## src/rtl/pixel_out_framer.sv

```systemverilog
// Pixel output framer: packs 8-bit filtered pixels into 32-bit words (4 per
// word, first pixel in bits 7:0) and marks line ends and frame start. Words pass
// through a small show-ahead FIFO to a valid/ready sink.
//
// Ports:
//   clk, rst               core clock, synchronous active-high reset
//   start, size_x, size_y  frame start pulse and frame geometry (latched on start)
//   pixel_in, pixel_in_valid  upstream pixel stream, no backpressure
//   word_out, word_valid, word_ready, word_last, word_sof  packed word stream
//   busy, frame_done, overflow  frame status; overflow is sticky until next start
module pixel_out_framer #(
    parameter int unsigned FIFO_DEPTH = 4
) (
    input  logic        clk,
    input  logic        rst,
    input  logic        start,
    input  logic [11:0] size_x,
    input  logic [11:0] size_y,
    input  logic [7:0]  pixel_in,
    input  logic        pixel_in_valid,
    output logic [31:0] word_out,
    output logic        word_valid,
    input  logic        word_ready,
    output logic        word_last,
    output logic        word_sof,
    output logic        busy,
    output logic        frame_done,
    output logic        overflow
);

    localparam int unsigned AW = (FIFO_DEPTH > 2) ? $clog2(FIFO_DEPTH) : 1;
    localparam int unsigned CW = AW + 1;
    localparam int unsigned EW = 34;  // {data[31:0], last, sof}

    typedef enum logic [1:0] {IDLE, ACTIVE, DRAIN} state_t;

    state_t        state;
    logic [11:0]   size_x_r;
    logic [11:0]   size_y_r;
    logic [11:0]   x_cnt;
    logic [11:0]   y_cnt;
    logic [31:0]   asm_word;
    logic          pend_valid;
    logic [EW-1:0] pend_word;
    logic [EW-1:0] mem [FIFO_DEPTH];
    logic [AW-1:0] rd_ptr;
    logic [AW-1:0] wr_ptr;
    logic [CW-1:0] count;

    logic          pop;
    logic          full;
    logic          push_ok;
    logic          drop;
    logic [CW-1:0] count_next;
    logic [AW-1:0] rd_next;
    logic [EW-1:0] head_next;
    logic          pix_take;
    logic [1:0]    lane;
    logic          x_end;
    logic          y_end;
    logic [31:0]   asm_new;
    logic          word_done;

    // FIFO bookkeeping and next head value for the registered show-ahead output
    always_comb begin
        pop        = word_valid & word_ready;
        full       = (count == CW'(FIFO_DEPTH));
        push_ok    = pend_valid & (~full | pop);
        drop       = pend_valid & ~push_ok;
        count_next = count + CW'(push_ok) - CW'(pop);
        rd_next    = rd_ptr + AW'(pop);
        head_next  = '0;
        if (count_next != '0) begin
            // A word pushed into an otherwise-empty FIFO becomes the head directly
            if ((count - CW'(pop)) == '0) begin
                head_next = pend_word;
            end else begin
                head_next = mem[rd_next];
            end
        end
    end

    // Pixel lane placement and word completion detection
    always_comb begin
        pix_take  = (state == ACTIVE) & pixel_in_valid;
        lane      = x_cnt[1:0];
        x_end     = (x_cnt == 12'(size_x_r - 12'd1));
        y_end     = (y_cnt == 12'(size_y_r - 12'd1));
        // Lane 0 starts a fresh word so unused upper lanes of a partial word stay zero
        asm_new   = ((lane == 2'd0) ? 32'd0 : asm_word)
                    | (32'(pixel_in) << {lane, 3'b000});
        word_done = pix_take & ((lane == 2'd3) | x_end);
    end

    // FIFO storage, no reset needed: occupancy is tracked by count
    always_ff @(posedge clk) begin
        if (push_ok) begin
            mem[wr_ptr] <= pend_word;
        end
    end

    // Frame FSM, word staging, FIFO pointers and registered outputs
    always_ff @(posedge clk) begin
        if (rst) begin
            state      <= IDLE;
            size_x_r   <= '0;
            size_y_r   <= '0;
            x_cnt      <= '0;
            y_cnt      <= '0;
            asm_word   <= '0;
            pend_valid <= 1'b0;
            pend_word  <= '0;
            rd_ptr     <= '0;
            wr_ptr     <= '0;
            count      <= '0;
            word_out   <= '0;
            word_valid <= 1'b0;
            word_last  <= 1'b0;
            word_sof   <= 1'b0;
            busy       <= 1'b0;
            frame_done <= 1'b0;
            overflow   <= 1'b0;
        end else begin
            frame_done <= 1'b0;
            rd_ptr     <= rd_next;
            wr_ptr     <= wr_ptr + AW'(push_ok);
            count      <= count_next;
            word_valid <= (count_next != '0);
            {word_out, word_last, word_sof} <= head_next;
            if (drop) begin
                overflow <= 1'b1;
            end
            pend_valid <= word_done;
            pend_word  <= {asm_new, x_end, (y_cnt == 12'd0) && (x_cnt < 12'd4)};

            case (state)
                IDLE: begin
                    if (start) begin
                        if ((size_x != 12'd0) && (size_y != 12'd0)) begin
                            size_x_r <= size_x;
                            size_y_r <= size_y;
                            x_cnt    <= '0;
                            y_cnt    <= '0;
                            asm_word <= '0;
                            overflow <= 1'b0;
                            busy     <= 1'b1;
                            state    <= ACTIVE;
                        end else begin
                            frame_done <= 1'b1;
                        end
                    end
                end
                ACTIVE: begin
                    if (pix_take) begin
                        asm_word <= word_done ? 32'd0 : asm_new;
                        if (x_end) begin
                            x_cnt <= '0;
                            if (y_end) begin
                                state <= DRAIN;
                            end else begin
                                y_cnt <= y_cnt + 12'd1;
                            end
                        end else begin
                            x_cnt <= x_cnt + 12'd1;
                        end
                    end
                end
                DRAIN: begin
                    // Done once the staged final word has landed and the FIFO empties
                    if (!pend_valid && (count_next == '0)) begin
                        busy       <= 1'b0;
                        frame_done <= 1'b1;
                        state      <= IDLE;
                    end
                end
                default: state <= IDLE;
            endcase
        end
    end

endmodule
```

## config.mk

```make
export PLATFORM = sky130hd
export DESIGN_NAME = pixel_out_framer
export DESIGN_NICKNAME = d
export VERILOG_FILES = /design/src/rtl/pixel_out_framer.sv
export SDC_FILE = /design/constraint.sdc
export NUM_CORES = 1
export LEC_CHECK = 0
export CELL_PAD_IN_SITES_DETAIL_PLACEMENT = 0
export CELL_PAD_IN_SITES_GLOBAL_PLACEMENT = 1
export CORE_MARGIN = 4
export CORE_UTILIZATION = 40
export DETAILED_ROUTE_END_ITERATION = 6
export PLACE_DENSITY = 0.77
export SYNTH_ARGS = -nofsm -noshare
export SYNTH_HDL_FRONTEND = slang
export SYNTH_SLANG_ARGS = --single-unit
```

## constraint.sdc

```tcl
create_clock -name clk -period 9.51 [get_ports clk]
set_input_delay 2.853 -clock clk [delete_from_list [all_inputs] [get_ports clk]]
set_output_delay 2.853 -clock clk [all_outputs]
set_load 0.01 [all_outputs]
```

==> results of run 1 <==
## flip-flops by register name, indices dropped and copies added, names as in the netlist, 12 cells and up
signal,flops
mem,136
pend_word,34
asm_word,32
word_out,32
size_x_r,12
size_y_r,12
x_cnt,12
y_cnt,12
## critical path, delay by kind of cell
family / cells / cell delay, ns
and+or+nand+nor: 5 / 1.36
buffers and inverters: 2 / 0.51
AOI/OAI and AO/OA: 1 / 0.12
xor gates and xnor gates: 2 / 0.30
adders and majority gates: 3 / 0.86
## final cells by class
type	count	area, sq um
repair buffers	85	818
clock inverters	12	159
well taps	390	488
flip-flops and latches	298	7330
fillers	2652	15500
inverters	23	86.3
clock buffers	44	887
multi-input cells	610	4310
## final timing paths
check | slack (ns) | to
min reg2reg | 0.47 | asm_word[20]$_SDFFE_PP0P_
min | 0.47 | asm_word[20]$_SDFFE_PP0P_
max reg2reg | 6.01 | y_cnt[3]$_SDFFE_PP0P_
max | 3.90 | word_out[8]$_SDFF_PP0_
## cell families after synthesis
family                   after synthesis  synth area share (%)
multiplexers                          61                  8.65
AND/OR/NAND/NOR                      337                  13.8
buffers and inverters                 73                  3.22
flip-flops                           298                  61.2
adder cells (fa/ha/maj)               12                  1.32
AO/OA/AOI/OAI                        156                  8.57
XOR/XNOR                              44                  3.22
## power by group through the flow
stage | clock network (mW) | registers, mW | logic (mW)
global route | 1.29 | 1.43 | 0.668
floorplan | 0 | 1.46 | 0.387
global placement | 0 | 1.45 | 0.604
CTS | 1.23 | 1.43 | 0.616
finish | 1.20 | 1.43 | 0.602
detailed placement | 0 | 1.45 | 0.614
## layer usage
metal	global-route usage, %	wire length (um)	share of wire (%)
met1	21.1	11700	46
met4	3.54	427	1.7
met2	26.1	12300	48
met5	0	0	0
met3	2.19	1090	4.3
## synth_stat cells, types with 5 or more instances
library cell	n
nor4_1	18
nand2_1	94
ha_1	11
nor2_1	101
buf_6	6
nand3_1	17
and2_1	5
inv_1	23
nor3_1	8
mux2i_1	27
a21oi_1	80
o21ai_0	5
xnor2_1	22
xor2_1	22
clkbuf_1	30
mux4_2	34
and3_1	9
nand4_1	10
edfxtp_1	136
dfxtp_1	162
buf_1	8
a22o_1	32
nor2b_1	36
or3_1	5
## metrics by stage
step | setup slack (ns) | utilization (%) | cell area [sq um] | hold slack, ns
floorplan | 3.39 | - | 12000 | 0.441
global placement | 3.38 | 44.1 | 13000 | 0.453
detailed placement | 3.28 | 44.1 | 13000 | 0.455
CTS | 3.86 | 47.6 | 14100 | 0.473
global route | 3.65 | 47.6 | 14100 | 0.493
finish | 3.90 | 47.6 | 14100 | 0.468
==> metrics.txt, run 1 <==
status=complete, no violations; Core Box Area=slightly below 0.03 sq mm; Max transition margin=a little under two fifths; R2R depth=10; Fmax=~180 MHz; Int Power=2.34 mW; Crit path largest cell delay=around 0.66 ns; Async SR Flop Fraction=0%; area share of the largest cell type after synthesis=between 30% and 40%; Worst Setup SP=word_ready; clock share of power=a little under two fifths; DR vias=7598; number of synthesized flops with an enable pin=136; Port Buffers=between 70 and 80; worst hold path class=reg2reg; RSZ-0062 raised after global routing=no; drt drc=0; global-route usage over all layers=15.4%; unique cell type count in the Yosys netlist=70; post-synthesis sequential area ratio=around 61%; GR Overflow Total=0; Ys Warns=0; CP Data Arrival Time=approximately 6.0 ns; Placer Congestion=slightly below 0.8; commonest non-fill, non-tap cells in the layout=dfxtp_1, edfxtp_1, nor2_1, nand2_1, a21oi_1; Worst-Margin Slew=~0.94 ns; skew final=just under 0.02 ns; CTS H-Tree Depth=1; number of global-route vias before repair=about 7600; cts repair resizes=0; initial antenna violation count=0; critical path type=in2reg; Clock Path Buffers=3; wire per inst=17.4 um; fin nets=between 1000 and 1500; first-pass GRT wire length=slightly above 40000 um; Synth area leaders=edfxtp_1, dfxtp_1, mux4_2; number of diodes=0; final slew viol count=0; synthesized area=~0.012 sq mm; routed wire length=25500 um; CTS tree=built; max_cap viols=0; # IOs=75; startpoint type of the worst setup path=input port; CP max stage cell=nand2_2; Seq pwr share=between 40 and 50%; Avg Inst Size Synth=about 12 sq um; Setup Fix Bufs, Post-CTS=0; required time worst endpoint=~9.9 ns; hpwl dp=roughly 16000 um; VDD IR max=133 uV; Area growth syn-to-layout=17.5%; Worst R2R Start=size_x_r[0]$_SDFFE_PP0P_; Comb power frac=a little under a fifth; endpoints failing setup=0; clk_lat worst skew=0.56 ns; CP max FO=35; Top FF cell, synth=dfxtp_1; Power, Total=3.23 mW; die height=approximately 180 um; switching share of power=between 20 and 30%; FF+latch count, synth=a little under 300; hold_buf cts=0; FP Rows=63; Antenna Nets Post-Route=0; Synthesized Nets=1030; 1st-pass router iterations=5; Hold Crit Depth=1; NetSw=just under 0.9 mW; crit path cell chain=clkdlybuf4s50_1 -> nand2_1 -> nand4_1 -> nand2_1 -> ha_1 -> inv_1 -> ha_1 -> fa_1 -> xor2_1 -> xnor2_1 -> or3_1 -> nand2_2 -> a21oi_1; Initial Util=between 40% and 50%; Die X=181 um; die footprint=0.0328 sq mm; final worst path period share=between 50 and 60%; Worst Hold Launch=asm_word[20]$_SDFFE_PP0P_; clk root buf=clkbuf_16; Mapped Cells=~980; setup TNS=0 ns; pin count of the biggest net entering global routing=77; Synth area leader=edfxtp_1; clk sinks=between 200 and 300; Placed Cells=1406; drt initial violations=between 600 and 700; Hold Violations, Final=0; Num CTS Buffers=30; Reg clk slew, reported paths=roughly 0.06 ns; CP endpoint kind=flip-flop; Tmin final=around 5.6 ns; Via-to-Cell Ratio=~5.2; share of layout cells above drive strength 1=between 10% and 20%; Cell Pwr Density=230 mW/mm^2; Final Non-Filler Cells=~1500; commonest non-fill, non-tap cell in the layout=dfxtp_1; LEAKAGE=about 5.1 nW
(Power assumes the default switching activity.)
==> inputs of run 2 (changes only) <==
PLACE_DENSITY = 0.79   (was 0.77)
clock period = 4.78 ns   (was 9.51 ns; I/O delays follow)
==> metrics.txt, run 2 (synthesis results as in run 1) <==
die footprint=0.0328 sq mm (unchanged); global-route usage over all layers=15.9% (+0.46 points); DR vias=7706 (+1.4%); placed inst area=0.0131 sq mm (+0.26%); CTS tree=built; crit path cell chain=clkdlybuf4s50_1 -> nand2_1 -> nand4_1 -> nand2_1 -> ha_1 -> inv_1 -> ha_1 -> fa_1 -> xor2_1 -> xnor2_1 -> or3_1 -> nor2_1 -> nand3_1 -> a21oi_1 -> nor2_1; max_cap viols=0 (unchanged); FP Rows=63 (unchanged); routed wire length=26200 um (+2.6%); number of global-route vias before repair=7679 (+1.5%); Worst-Margin Slew=0.811 ns (-0.127 ns); cell area after layout=0.0140 sq mm (-0.20%); commonest non-fill, non-tap cell in the layout=dfxtp_1; Final Non-Filler Cells=1468 (+0.41%); Placed Cells=1410 (+0.28%); CP max FO=4 (-89%); Fmax=~250 MHz; Area growth syn-to-layout=17.3%; cts repair resizes=0 (unchanged); fin nets=1102 (+0.46%); hold_buf cts=0 (unchanged); initial antenna violation count=0 (unchanged); die height=181 um (unchanged); RSZ-0062 raised after global routing=no; number of diodes=0 (unchanged); Placer Congestion=0.811 (+2.1%); Hold Violations, Final=0 (unchanged); Setup Fix Bufs, Post-CTS=0 (unchanged); Biggest register=mem; Antenna Nets Post-Route=0 (unchanged); status=complete, no violations; Crit path largest cell delay=0.47 ns (-0.19 ns); R2R Setup Slk=1.36 ns (-4.65 ns); Largest regs=mem: 136 flops, pend_word: 34 flops; required time worst endpoint=5.19 ns (-4.72 ns); LEAKAGE=5.07 nW (about the same); GR Overflow Total=0 (unchanged); Tmin final=3.96 ns; clk sinks=298 (unchanged); VDD IR max=342 uV (+160%); commonest non-fill, non-tap cells in the layout=dfxtp_1, edfxtp_1, nor2_1, nand2_1, a21oi_1; setup TNS=0 ns (unchanged); skew final=0.00859 ns (-0.0110 ns); final worst path period share=between 80% and 90%; # IOs=75 (unchanged); critical path type=in2reg; drt initial violations=650 (+6.6%); Via-to-Cell Ratio=5.25 (+1.0%); Num CTS Buffers=31 (+3.3%); final slew viol count=0 (unchanged); CP max stage cell=clkdlybuf4s50_1; CTS H-Tree Depth=1 (unchanged); hpwl dp=16100 um (+1.8%); Reg clk slew, reported paths=0.06 ns (about the same); worst hold path class=reg2reg; 1st-pass router iterations=5 (unchanged); clk root buf=clkbuf_16; max reg flops=136 (unchanged); pin count of the biggest net entering global routing=41 (-47%); clk_lat worst skew=0.56 ns (about the same); Initial Util=40.5% (unchanged); Clock Path Buffers=3 (unchanged); first-pass GRT wire length=42600 um (+2.7%); CP Data Arrival Time=4.37 ns (-1.64 ns); endpoints failing setup=0 (unchanged); share of layout cells above drive strength 1=11.1% (-0.25 points); Port Buffers=74 (unchanged); WHS=0.469 ns (+0.000513 ns); Die X=181 um (unchanged); Core Box Area=0.0296 sq mm (unchanged); wire per inst=17.8 um (+2.2%); CP endpoint kind=flip-flop; startpoint type of the worst setup path=input port; Cell Pwr Density=455 mW/mm^2 (+98%); drt drc=0 (unchanged); Max transition margin=45.5% (+8.1 points); Layout Utilization=47.5% (-0.093 points)
[run 2: cell types whose count changed in the layout (fill, tap and decap cells not counted), moves of 2 or more]
cell and delta:
buf_4 +3, clkbuf_1 +4, clkbuf_16 -2, clkbuf_8 +3
clkinv_2 +2, clkinv_4 -3, clkinvlp_4 -2
[run 2: area by class of cell]
class                      count  area [sq um]
sequential                   298          7330
clock inverter                 9          91.3
clock buffer                  49           893
multi-input combinational    610          4300
fill                        2680         15500
timing repair buffer          89           861
inverter                      23          86.3
tap                          390           488
[run 2: power breakdown]
part / switching, mW / total [mW] / internal, mW
Clock: 0.968 / 2.31 / 1.34
Combinational: 0.719 / 1.24 / 0.518
Sequential: 0.0773 / 2.84 / 2.76
[run 2: worst paths after layout]
kind                        startpoint                   endpoint  cells after the start
max                         word_ready          busy$_SDFFE_PP0P_                     15
min          asm_word[28]$_SDFFE_PP0P_  asm_word[28]$_SDFFE_PP0P_                      1
max reg2reg   size_x_r[0]$_SDFFE_PP0P_      y_cnt[3]$_SDFFE_PP0P_                     10
min reg2reg  asm_word[28]$_SDFFE_PP0P_  asm_word[28]$_SDFFE_PP0P_                      1
[run 2: metal layers]
| metal | GRT usage [%] | share of wire [%] |
|---|---|---|
| met1 | 21.6 | 45 |
| met2 | 27.0 | 49 |
| met3 | 2.68 | 4.8 |
| met4 | 3.18 | 1.4 |
| met5 | 0 | 0 |
[run 2: critical path: cells and delay by family]
kind	cells	cell delay, ns
and+or+nand+nor	7	1.08
adders and majority gates	3	0.88
buffers and inverters	2	0.52
xor gates and xnor gates	2	0.29
AOI/OAI and AO/OA	1	0.18
[run 2: per-stage QoR]
step / setup WS (ns) / total power [mW]
2_1_floorplan: 0.0768 / 3.67
4_1_cts: 0.792 / 6.47
3_5_place_dp: 0.211 / 4.15
5_1_grt: 0.623 / 6.68
3_3_place_gp: 0.315 / 4.14
6_report: 0.822 / 6.39
==> patch: new RTL, config.mk and constraints of run 2 <==
The 3 states of `state_t` get a one-hot encoding in 3 bits.
--- a/src/rtl/pixel_out_framer.sv
+++ b/src/rtl/pixel_out_framer.sv
@@ -33,5 +33,5 @@
     localparam int unsigned EW = 34;  // {data[31:0], last, sof}
 
-    typedef enum logic [1:0] {IDLE, ACTIVE, DRAIN} state_t;
+    typedef enum logic [2:0] {IDLE = 3'b001, ACTIVE = 3'b010, DRAIN = 3'b100} state_t;
 
     state_t        state;
Behaviour: no difference found for any inputs over 4 cycles, from zero or initial values and one cycle with rst high; so few cycles prove little.
==> patch against run 2 <==
Routed wire length is 0.18% lower; worst setup slack better by 0.025 ns; area after synthesis down 1.0%; total power increased by 6.1%; final area grew 0.98%; sequential share of layout area decreased by 0.37 points; via count rose by 0.78%; global-route usage decreased by 0.23 points; core utilization up 1.5 points; sequential cell count rose by 1; fmax rose by 0.64%; largest cell class unchanged; largest power group unchanged.
==> patch: results (changes against run 2) <==
metal2 WL=12300 microns (was 12700 microns); hold endpoint=busy (was asm_word[28]); FILL cells=2511 (was 2680); dpl hpwl=16400 microns (was 16100 microns); switching power=1.84 mW (was 1.76 mW); vias per cell=5.29 (was 5.25); Syn Nets=1032 (was 1030); share of cells above drive strength 1=11.1% (about the same); Avg WL per Cell=17.8 microns (about the same); critical path's largest stage delay=0.45 ns (was 0.47 ns); CP arrival=4.34 ns (was 4.37 ns); Place WS=0.302 ns (was 0.211 ns); pin count of the biggest net entering global routing=45 (was 41); Placed Cells incl. Taps=1411 (was 1410); Critical R2R Launch=size_y_r[0] (was size_x_r[0]); status=completed (unchanged); Yosys cell types=59 (was 70); clk_skew=0.0116 ns (was 0.00859 ns); vias in the first global route=7639 (was 7679); post-synthesis compound-gate area fraction=8.79% (was 8.57%); Post-synth top cells=dfxtp_1, edfxtp_1, nand2_1 (was dfxtp_1, edfxtp_1, nor2_1); slew margin rel.=34.3% (was 45.5%); vias post-DR=7766 (was 7706); sequential-to-total area share from yosys stat=62.0% (was 61.2%); Final GP Congestion=0.772 (was 0.811); fin nets=1109 (was 1102); Worst Min Path Start=busy (was asm_word[28]); Leak Pwr=4.98 nW (was 5.07 nW); first-pass GRT wire length=41700 microns (was 42600 microns); Starting DRT DRC Count=466 (was 650); Mapped Avg Cell Area=12.1 sq um (was 12.2 sq um)
-- patch: changes by cell type after synthesis, sizes merged, moves of 7 or more --
cell / change
o21ai: +7
nor2b: +7
a21oi: +7
buf: -7
-- patch: tightest hold or removal path: stages (launching register included) --
cell,delay [ns]
dfxtp_1,0.30
nand2_1,0.05
a21oi_1,0.06
-- patch: worst max-delay path by stage --
stage                      to  slack [ns]  depth (start not counted)        from
floorplan           mem[0][0]        0.17                          5  word_ready
global placement         busy        0.33                         15  word_ready
detailed placement       busy        0.30                         15  word_ready
CTS                      busy        0.89                         15  word_ready
global route             busy        0.64                         15  word_ready
finish                   busy        0.85                         15  word_ready
-- patch: cells by family (layout without fill, tap and decap cells) --
family	after synthesis	in the layout
multiplexers	59	59
buffers and inverters	69	171
AO/OA/AOI/OAI	163	163
XOR/XNOR	37	37
adder cells (fa/ha/maj)	12	12
flip-flops	299	299
AND/OR/NAND/NOR	344	344
-- patch: layout make-up --
cell class | instances | area share, %
tap | 384 | 3.39
sequential | 299 | 51.8
clock buffer | 40 | 5.85
multi-input combinational | 615 | 30.2
clock inverter | 18 | 1.47
timing repair buffer | 92 | 6.76
inverter | 21 | 0.556
-- patch: power by group through the flow --
stage	combinational (mW)	clock (mW)	sequential, mW
floorplan	0.858	0	2.95
global placement	1.49	0	2.92
detailed placement	1.50	0	2.92
CTS	1.50	2.49	2.86
global route	1.61	2.60	2.88
finish	1.48	2.43	2.86
-- patch: per-layer routing --
layer  up-vias  global-route usage [%]
met2       187                    26.6
met1      3804                    21.3
met5         -                       0
met4         0                    3.27
met3        36                    2.58
li1       3739                       -
-- patch: metrics by stage --
step           util (%)  cell area, sq um  hold slack [ns]  total power [mW]
2_1_floorplan         -             11800            0.441              3.80
3_3_place_gp       45.4             13100            0.453              4.41
3_5_place_dp       45.4             13100            0.454              4.42
4_1_cts            49.0             14200            0.459              6.85
5_1_grt            49.0             14200            0.475              7.08
6_report           49.0             14200            0.461              6.77
